==> src/rtl/sseg_pkg.sv <==
// Shared types and segment constants for the seven-segment scan controller.
`default_nettype none

package sseg_pkg;

    localparam logic [6:0] SEG_BLANK   = 7'h7F;
    localparam logic [6:0] SEG_DIGIT_0 = 7'h40;
    localparam logic [6:0] SEG_DIGIT_1 = 7'h79;
    localparam logic [6:0] SEG_DIGIT_2 = 7'h24;
    localparam logic [6:0] SEG_DIGIT_3 = 7'h30;
    localparam logic [6:0] SEG_DIGIT_4 = 7'h19;
    localparam logic [6:0] SEG_DIGIT_5 = 7'h12;
    localparam logic [6:0] SEG_DIGIT_6 = 7'h02;
    localparam logic [6:0] SEG_DIGIT_7 = 7'h78;
    localparam logic [6:0] SEG_DIGIT_8 = 7'h00;
    localparam logic [6:0] SEG_DIGIT_9 = 7'h18;

    typedef enum logic [1:0] {
        OFF   = 2'd0,
        DRIVE = 2'd1,
        GAP   = 2'd2
    } scan_state_t;

    // Active-low {g,f,e,d,c,b,a}; non-BCD codes stay dark.
    function automatic logic [6:0] bcd_to_seg(input logic [3:0] bcd);
        logic [6:0] seg;
        case (bcd)
            4'd0:    seg = SEG_DIGIT_0;
            4'd1:    seg = SEG_DIGIT_1;
            4'd2:    seg = SEG_DIGIT_2;
            4'd3:    seg = SEG_DIGIT_3;
            4'd4:    seg = SEG_DIGIT_4;
            4'd5:    seg = SEG_DIGIT_5;
            4'd6:    seg = SEG_DIGIT_6;
            4'd7:    seg = SEG_DIGIT_7;
            4'd8:    seg = SEG_DIGIT_8;
            4'd9:    seg = SEG_DIGIT_9;
            default: seg = SEG_BLANK;
        endcase
        return seg;
    endfunction

endpackage

`default_nettype wire

==> src/rtl/BCDtoSevenSegment.sv <==
// Combinational BCD to active-low seven-segment decoder.
`default_nettype none

module BCDtoSevenSegment
    import sseg_pkg::*;
(
    input  logic [3:0] bcd_i,
    output logic [6:0] segment_o
);

    assign segment_o = bcd_to_seg(bcd_i);

endmodule

`default_nettype wire

==> src/rtl/sseg_buffer.sv <==
// Staging/display double buffer with a ready/request load handshake.
`default_nettype none

module sseg_buffer #(
    parameter int NUM_DIGITS = 4
) (
    input  logic                    clk_i,
    input  logic                    rst_ni,
    input  logic                    load_req_i,
    input  logic [4*NUM_DIGITS-1:0] load_bcd_i,
    input  logic                    apply_i,
    output logic                    load_ready_o,
    output logic                    applying_o,
    output logic [4*NUM_DIGITS-1:0] display_nxt_o
);

    logic [4*NUM_DIGITS-1:0] staging_q, staging_d;
    logic [4*NUM_DIGITS-1:0] display_q, display_d;
    logic                    pending_q, pending_d;
    logic                    accept;

    assign accept       = load_req_i && !pending_q;
    assign applying_o   = apply_i && pending_q;
    assign load_ready_o = !pending_q;

    // accept and applying are exclusive: one needs pending clear, the other set.
    always_comb begin
        staging_d = accept ? load_bcd_i : staging_q;
        display_d = applying_o ? staging_q : display_q;
        pending_d = pending_q;
        if (accept) begin
            pending_d = 1'b1;
        end else if (applying_o) begin
            pending_d = 1'b0;
        end
    end

    assign display_nxt_o = display_d;

    always_ff @(posedge clk_i or negedge rst_ni) begin
        if (!rst_ni) begin
            staging_q <= '0;
            display_q <= '0;
            pending_q <= 1'b0;
        end else begin
            staging_q <= staging_d;
            display_q <= display_d;
            pending_q <= pending_d;
        end
    end

endmodule

`default_nettype wire

==> src/rtl/sseg_scan_ctrl.sv <==
// Time-multiplexed common-anode seven-segment scan controller with tear-free loads.
// Optional leading-zero blanking: define SSEG_LZ_BLANK_EN.
`default_nettype none

module sseg_scan_ctrl
    import sseg_pkg::*;
#(
    parameter int NUM_DIGITS   = 4,
    parameter int DWELL_CYCLES = 50000,
    parameter int GAP_CYCLES   = 2
) (
    input  logic                    clock,
    input  logic                    reset_L,
    input  logic                    enable,
    input  logic                    load_req,
    input  logic [4*NUM_DIGITS-1:0] load_bcd,
    output logic                    load_ready,
    output logic                    load_ack,
    output logic [NUM_DIGITS-1:0]   digit_sel,
    output logic [6:0]              segment,
    output logic                    frame_done
);

    localparam int CNT_MAX = (DWELL_CYCLES > GAP_CYCLES) ? DWELL_CYCLES : GAP_CYCLES;
    localparam int CW      = $clog2(CNT_MAX + 1);
    localparam int IW      = $clog2(NUM_DIGITS);
    localparam logic [CW-1:0] DWELL_LAST = CW'(DWELL_CYCLES - 1);
    localparam logic [CW-1:0] GAP_LAST   = CW'((GAP_CYCLES > 0) ? GAP_CYCLES - 1 : 0);
    localparam logic [IW-1:0] IDX_LAST   = IW'(NUM_DIGITS - 1);

    scan_state_t             state_q, state_d;
    logic [IW-1:0]           idx_q, idx_d, idx_inc;
    logic [CW-1:0]           cnt_q, cnt_d;
    logic [NUM_DIGITS-1:0]   sel_q, sel_d;
    logic [6:0]              seg_q, seg_d;
    logic                    ack_q, fd_q;
    logic                    idx_last, wrap, apply_req, applying, blank;
    logic [4*NUM_DIGITS-1:0] disp_nxt;
    logic [3:0]              digits [NUM_DIGITS];
    logic [6:0]              dec_seg;

    assign apply_req = (state_q == OFF) || wrap;

    sseg_buffer #(
        .NUM_DIGITS (NUM_DIGITS)
    ) u_buffer (
        .clk_i         (clock),
        .rst_ni        (reset_L),
        .load_req_i    (load_req),
        .load_bcd_i    (load_bcd),
        .apply_i       (apply_req),
        .load_ready_o  (load_ready),
        .applying_o    (applying),
        .display_nxt_o (disp_nxt)
    );

    for (genvar k = 0; k < NUM_DIGITS; k++) begin : g_digit
        assign digits[k] = disp_nxt[4*k +: 4];
    end

    // Decode the digit that will be visible after this edge so pins stay registered.
    BCDtoSevenSegment u_dec (
        .bcd_i     (digits[idx_d]),
        .segment_o (dec_seg)
    );

`ifdef SSEG_LZ_BLANK_EN
    logic [NUM_DIGITS-1:0] lz;
    always_comb begin
        logic zeros_above;
        zeros_above = 1'b1;
        for (int k = NUM_DIGITS - 1; k >= 0; k--) begin
            zeros_above = zeros_above && (digits[k] == 4'd0);
            lz[k]       = zeros_above;
        end
    end
    assign blank = (idx_d != '0) && lz[idx_d];
`else
    assign blank = 1'b0;
`endif

    assign idx_last = (idx_q == IDX_LAST);
    assign idx_inc  = idx_last ? '0 : idx_q + IW'(1);

    always_comb begin
        state_d = state_q;
        idx_d   = idx_q;
        cnt_d   = cnt_q + CW'(1);
        wrap    = 1'b0;
        if (!enable) begin
            state_d = OFF;
            idx_d   = '0;
            cnt_d   = '0;
        end else begin
            case (state_q)
                OFF: begin
                    state_d = DRIVE;
                    idx_d   = '0;
                    cnt_d   = '0;
                end
                DRIVE: begin
                    if (cnt_q == DWELL_LAST) begin
                        cnt_d = '0;
                        if (GAP_CYCLES > 0) begin
                            state_d = GAP;
                        end else begin
                            idx_d = idx_inc;
                            wrap  = idx_last;
                        end
                    end
                end
                GAP: begin
                    if (cnt_q == GAP_LAST) begin
                        state_d = DRIVE;
                        cnt_d   = '0;
                        idx_d   = idx_inc;
                        wrap    = idx_last;
                    end
                end
                default: begin
                    state_d = OFF;
                    idx_d   = '0;
                    cnt_d   = '0;
                end
            endcase
        end
    end

    assign sel_d = (state_d == DRIVE) ? ~(NUM_DIGITS'(1) << idx_d) : '1;
    assign seg_d = ((state_d == DRIVE) && !blank) ? dec_seg : SEG_BLANK;

    always_ff @(posedge clock or negedge reset_L) begin
        if (!reset_L) begin
            state_q <= OFF;
            idx_q   <= '0;
            cnt_q   <= '0;
            sel_q   <= '1;
            seg_q   <= SEG_BLANK;
            ack_q   <= 1'b0;
            fd_q    <= 1'b0;
        end else begin
            state_q <= state_d;
            idx_q   <= idx_d;
            cnt_q   <= cnt_d;
            sel_q   <= sel_d;
            seg_q   <= seg_d;
            ack_q   <= applying;
            fd_q    <= wrap;
        end
    end

    assign digit_sel  = sel_q;
    assign segment    = seg_q;
    assign load_ack   = ack_q;
    assign frame_done = fd_q;

endmodule

`default_nettype wire

==> config.mk <==
export PLATFORM = sky130hd
export DESIGN_NAME = sseg_scan_ctrl
export DESIGN_NICKNAME = d
export VERILOG_FILES = /design/src/rtl/sseg_pkg.sv /design/src/rtl/BCDtoSevenSegment.sv /design/src/rtl/sseg_buffer.sv /design/src/rtl/sseg_scan_ctrl.sv
export SDC_FILE = /design/constraint.sdc
export NUM_CORES = 1
export LEC_CHECK = 0
export CAP_MARGIN = 15
export CORE_ASPECT_RATIO = 0.7
export CORE_UTILIZATION = 43
export CTS_CLUSTER_DIAMETER = 50
export DETAILED_ROUTE_END_ITERATION = 7
export RECOVER_POWER = 25
export SYNTH_ARGS = -nofsm -noshare
export SYNTH_HDL_FRONTEND = slang
export SYNTH_SLANG_ARGS = --single-unit
==> constraint.sdc <==
create_clock -name clock -period 5.32 [get_ports clock]
set_clock_uncertainty 0.1 [all_clocks]
set_input_delay 1.596 -clock clock [delete_from_list [all_inputs] [get_ports clock]]
set_output_delay 1.596 -clock clock [all_outputs]
set_load 0.005 [all_outputs]
Word-level counts from Yosys, hierarchy flattened
Memory sizes are Yosys's and may differ from the RTL's.
Index checks and enable logic that the tools add are counted.
{ "classes": {"muxes": 23, "n_bitwise": 2, "order_cmp": 1, "reduce_logical": 6, "shift": 1, "eq_ne": 6, "addsub": 2} }
{ "ops": {"columns": ["op", "n"], "rows": [
  ["two-way mux 16 bit", 4],
  ["one-hot mux 16 bit (2 select lines)", 1],
  ["adder 16 x 1 -> 16 bit, second input constant", 1],
  ["== test 16 x 1 -> 1 bit, second input constant", 1],
  ["== test 16 bit, second input constant", 1],
  ["two-way mux 2 bit", 6],
  ["two-way mux 4 bit", 3],
  ["binary-select mux 4 bit (select 2 bit)", 1],
  ["two-way mux 7 bit", 1],
  ["one-hot mux 2 bit (3 select lines)", 1],
  ["two-way mux 1 bit", 5],
  ["== test 2 x 1 -> 1 bit, second input constant", 2],
  ["== test 2 bit, second input constant", 2],
  ["inverter 4 bit", 1],
  ["one-hot mux 2 bit (2 select lines)", 1],
  ["left shift 1 x 2 -> 4 bit, first input constant", 1],
  ["greater-or-equal comparator 3 bit, second input constant", 1],
  ["inverter 2 -> 3 bit", 1],
  ["adder 2 x 1 -> 2 bit, second input constant", 1],
  ["logical AND 1 bit", 2],
  ["zero test 2 bit", 1],
  ["nonzero test 2 bit", 1],
  ["zero test 1 bit", 1],
  ["logical OR 1 bit", 1]
]} }
{ "totals": {"register_bits": 66, "romBits": 112, "mem_count": 1, "out_inout_bits": 14, "inputBits": 20} }
{ "mem_list": {"columns": ["name", "depth", "word_bits", "rd", "rd_ports_with_merged_regs", "write_ports", "line", "source"], "rows": [
  ["(name not given)", 16, 7, 1, 0, 0, "sseg_pkg.sv:27", "case (bcd)"]
]} }

Longest topological paths before layout
An unclocked memory read counts as a cell.
{ "depth": {"word_depth": 12, "ltp_mapped": 15, "mapped_depth_nobuf": 13} }

Hierarchy
A second synthesis with hierarchy kept.
{ "unflattened": {"hier_cells": 268, "area_unflattened_um2": 3331.9} }
{ "modules_own_cells": {"columns": ["module", "seq_area_each_um2", "cells_per_inst", "area_each_um2", "instances"], "rows": [
  ["sseg_scan_ctrl", 839.6, 161, 1795.5, 1],
  ["sseg_buffer", 825.8, 73, 1301.2, 1],
  ["BCDtoSevenSegment", 0.0, 34, 235.2, 1]
]} }

Least setup slack after synthesis
OpenSTA, ideal clock, no wires.
{ "synth_path": {"path_kind": "input -> register", "start": "input enable", "end": "register seg_q[3] (netlist: segment[3])", "slack_ps": 1729, "t_arrival_ps": 3405, "required_time_ps": 5134, "path_stages": 11, "path_cell_list": "nand2_1 -> nor2_2 -> o21ai_2 -> buf_2 -> and3_1 -> a221oi_4 -> inv_1 -> ha_1 -> inv_1 -> nor4_1 -> a21oi_1"} }
{ "synth_between": {"elab_chain_len": 9, "word_cells_on_any_way": 13, "cone_classes": "1 x eq/ne; 8 x mux; 1 x bitwise; 2 x reduce/logical; 1 x memory"} }
{ "synth_rtl": {"columns": ["item", "line", "source"], "rows": [
  ["start: declaration", "sseg_scan_ctrl.sv:14", "input logic enable,"],
  ["two-way mux 1 bit", "sseg_scan_ctrl.sv:90", "if (!enable) begin"],
  ["logical OR 1 bit", "sseg_scan_ctrl.sv:42", "assign apply_req = (state_q == OFF) || wrap;"],
  ["logical AND 1 bit", "sseg_buffer.sv:23", "assign applying_o = apply_i && pending_q;"],
  ["two-way mux 16 bit", "sseg_buffer.sv:29", "display_d = applying_o ? staging_q : display_q;"],
  ["binary-select mux 4 bit (select 2 bit)", "sseg_scan_ctrl.sv:63", ".bcd_i (digits[idx_d]),"],
  ["two-way mux 4 bit (implied by the code) (2 in a row)", "sseg_scan_ctrl.sv:63", null],
  ["memory (16 x 7 bit)", null, null],
  ["two-way mux 7 bit *", "sseg_scan_ctrl.sv:130", "assign seg_d = ((state_d == DRIVE) && !blank) ? dec_seg : SEG_BLANK;"],
  ["named net seg_d[3]", "sseg_scan_ctrl.sv:35", "logic [6:0] seg_q, seg_d;"],
  ["end signal: assignment", "sseg_scan_ctrl.sv:146", "seg_q <= seg_d;"],
  ["end: declaration", "sseg_scan_ctrl.sv:35", null]
]} }
Mark *: on every way through the listed nets, which the timed path passes. The rest lies on a longest branch. The select of a mux whose other input is x is not followed.
A chain may end at the register's enable or synchronous reset.

Worst setup path after layout
Same ends and word-level chain as after synthesis.

==> flow_summary.ini <==
[outcome]
status = finished, violations left
violations = capacitance limit, slew limit

[power_and_ir_drop]
vdd_drop_max_uv = 232
powerDensity_mw_per_mm2 = 355
power.total_uw = 1490
p_leak_uw = 0.00187

[critical_path]
crit_buf_inv = 3
start_kind = input port
slowest_delay_ns = 0.60
arrival_ns = 4.54
crit_slowest_cell = dlygate4sd3_1
worst-path-max-fanout = 14
worstPathCellList = dlygate4sd3_1, nand2_1, nor2_2, o21ai_2, nor2b_1, a221oi_4, inv_1, ha_1, inv_1, nor4_1, a21oi_1
cp.required_ns = 5.46
critical_path_class = in -> reg
critPathMostFrequentCell = inv_1
worstSetupEndpointType = flip-flop
crit_family = compound AO/OA/AOI/OAI gates

[yosys]
synth_fp_nets = 362
synth_cells = 330
yosysTopAreaCellShare_pct = 39.3
synth_area_mm2 = 0.00350
synth_area_per_cell_um2 = 10.6
yosys_warnings = 0
synth.distinct_cells = 51
synth.area.top_cells = dfrtp_1, dfstp_2, mux2_2
ys_seq_area_share_pct = 47.6
synth_area_leader_cell = dfrtp_1
synth_seq_cells = 66

[clocking]
cts_resized = 0
cts_tree = yes
hold_buffers = 0
cts_max_path_buffers = 2
htreeDepth = 3
cts_made_buffers = 9
cts.sinks = 66
cts.clk_slew.worst_paths_ns = 0.05
postCtsSetupBuffers = 0
cts_root_buf = clkbuf_16
clk_latency_ns = 0.32

[detailed_routing]
drt_wl_total_mm = 6.82
wire_per_inst_um = 14.5
remaining_drc_errors = 0
vias = 2449
first_iter_violations = 126
detailedRoute.firstPassIterationCount = 4
antenna_left = 0
drt-vias-per-instance = 5.20

[floorplanning]
dieArea_mm2 = 0.00851
dieWidth_um = 110
die_h_um = 77.5
core_area_mm2 = 0.00787
num_io_pins = 34
num_rows = 27
start_util_pct = 44.5

[final_layout]
final_common_cell = dfrtp_1
final_layout_size_suffix_gt1_share_pct = 17.6
syn_to_final_growth_pct = 19.7
finalNetCount = 398
diodes = 0
final_cell_area_mm2 = 0.00419
final_cell_mix = dfrtp_1, nand2_1, clkdlybuf4s50_1

[hold_path]
hold_class = reg -> reg

[timing]
worst_slack_ns = 0.919
rsz0062_at_grt = false
hold_slack_ns = 0.375
worst_pin_slew_ns = 2.28
max_freq_ghz = 0.227
hold_violations = 0
setup_viol = 0
min_period_over_period_pct = 82.7
drv_slew = 45
fin_setup_tns_ns = 0
maxSlewHeadroom_pct = -52.2
min_period_ns = 4.40

[placement]
dp_hpwl_mm = 4.98
port_buffers = 33
place_area_mm2 = 0.00391
preCtsSetupSlack_ns = 0.710
gp_congestion = 0.800

[job]
cap_violations = 1

[grt]
grtUsageTotal_pct = 17.8
grt-ovfl-total = 0
grt_antenna_before_repair = 0
grt_pass1_wl_mm = 11.6
grt_pass1_vias = 2348
grt_max_degree = 45
cell type report:
cell class | count | area [um^2]
Sequential cell | 66 | 1670
Multi-Input combinational cell | 235 | 1710
Clock inverter | 3 | 15.0
Timing Repair Buffer | 37 | 354
Tap cell | 101 | 126
Inverter | 17 | 63.8
Clock buffer | 12 | 256
Fill cell | 701 | 3680
report_power, final:
part           total (uW)  internal, uW  switching, uW
clock                 532           335            197
sequential            641           591           50.0
combinational         315           153            161
per-stage QoR:
stage	std cells	util (%)
after CTS	470	53.1
final	471	53.2
after detailed placement	455	49.7
after global routing	471	53.2
after global placement	455	49.7
after floorplan	330	-
worst reg2reg max path: stages (launching register included):
cell	delay (ns)
dfrtp_1	0.42
inv_1	0.10
ha_1	0.21
nor4b_2	0.32
nand4_1	0.57
or3_1	0.54
a21oi_2	0.27
inv_2	0.16
a221oi_4	0.46
inv_1	0.16
ha_1	0.33
inv_1	0.04
nor4_1	0.26
a21oi_1	0.07
state kept, by name, indices dropped and copies added (netlist names):
name                count
u_buffer.display_q     16
idx_q                   2
u_buffer.pending_q      1
u_buffer.staging_q     16
digit_sel               4
frame_done              1
cnt_q                  16
load_ack                1
segment                 7
state_q                 2
path summary, 6_finish.rpt:
check | from | end | slack, ns | depth (start not counted)
max reg2reg | state_q[0] | segment[3] | 1.21 | 13
min reg2reg | u_buffer.display_q[5] | u_buffer.display_q[5] | 0.38 | 2
min | u_buffer.display_q[5] | u_buffer.display_q[5] | 0.38 | 2
max in group asynchronous | reset_L | cnt_q[10] | 1.94 | 2
max | enable | segment[3] | 0.92 | 11
min in group asynchronous | reset_L | cnt_q[9] | 1.86 | 1
cell usage after synthesis (all sizes together):
master / instances
nor2b: 4
o2bb2ai: 2
buf: 7
nor4: 7
nand2: 45
mux2i: 21
nand3: 16
dfrtp: 55
nor3b: 1
a31oi: 1
a211o: 4
o311ai: 4
clkbuf: 5
nor4b: 2
a221oi: 1
a41oi: 2
xor2: 9
a311oi: 1
xnor2: 6
a211oi: 1
and3: 6
and2: 2
or3: 3
o21bai: 3
o21ai: 9
or2: 1
and4: 1
dfstp: 11
o31a: 1
nor3: 3
a21oi: 11
mux2: 21
nand2b: 1
nor2: 28
inv: 15
ha: 12
nand4: 4
clkinv: 2
a21o: 2
logic make-up (layout without fill, tap and decap cells):
kind of cell               after synthesis  in the layout  synth area share, %
buffers and inverters                   29             69                 3.61
and+or+nand+nor                        124            124                 18.6
adders and majority gates               12             12                 4.29
DFF                                     66             66                 47.6
AOI/OAI and AO/OA                       42             42                 8.94
muxes                                   42             42                 13.2
xor gates and xnor gates                15             15                 3.75
metal layers:
metal | track usage (%) | vias to the layer above | part of all wire [%]
met5 | 0 | - | 0
met4 | 6.00 | 0 | 0.54
met3 | 5.04 | 2 | 4.5
met2 | 24.1 | 50 | 41
met1 | 26.9 | 1174 | 54
li1 | - | 1223 | -
No activity file was read; power rests on OpenSTA's default activity.
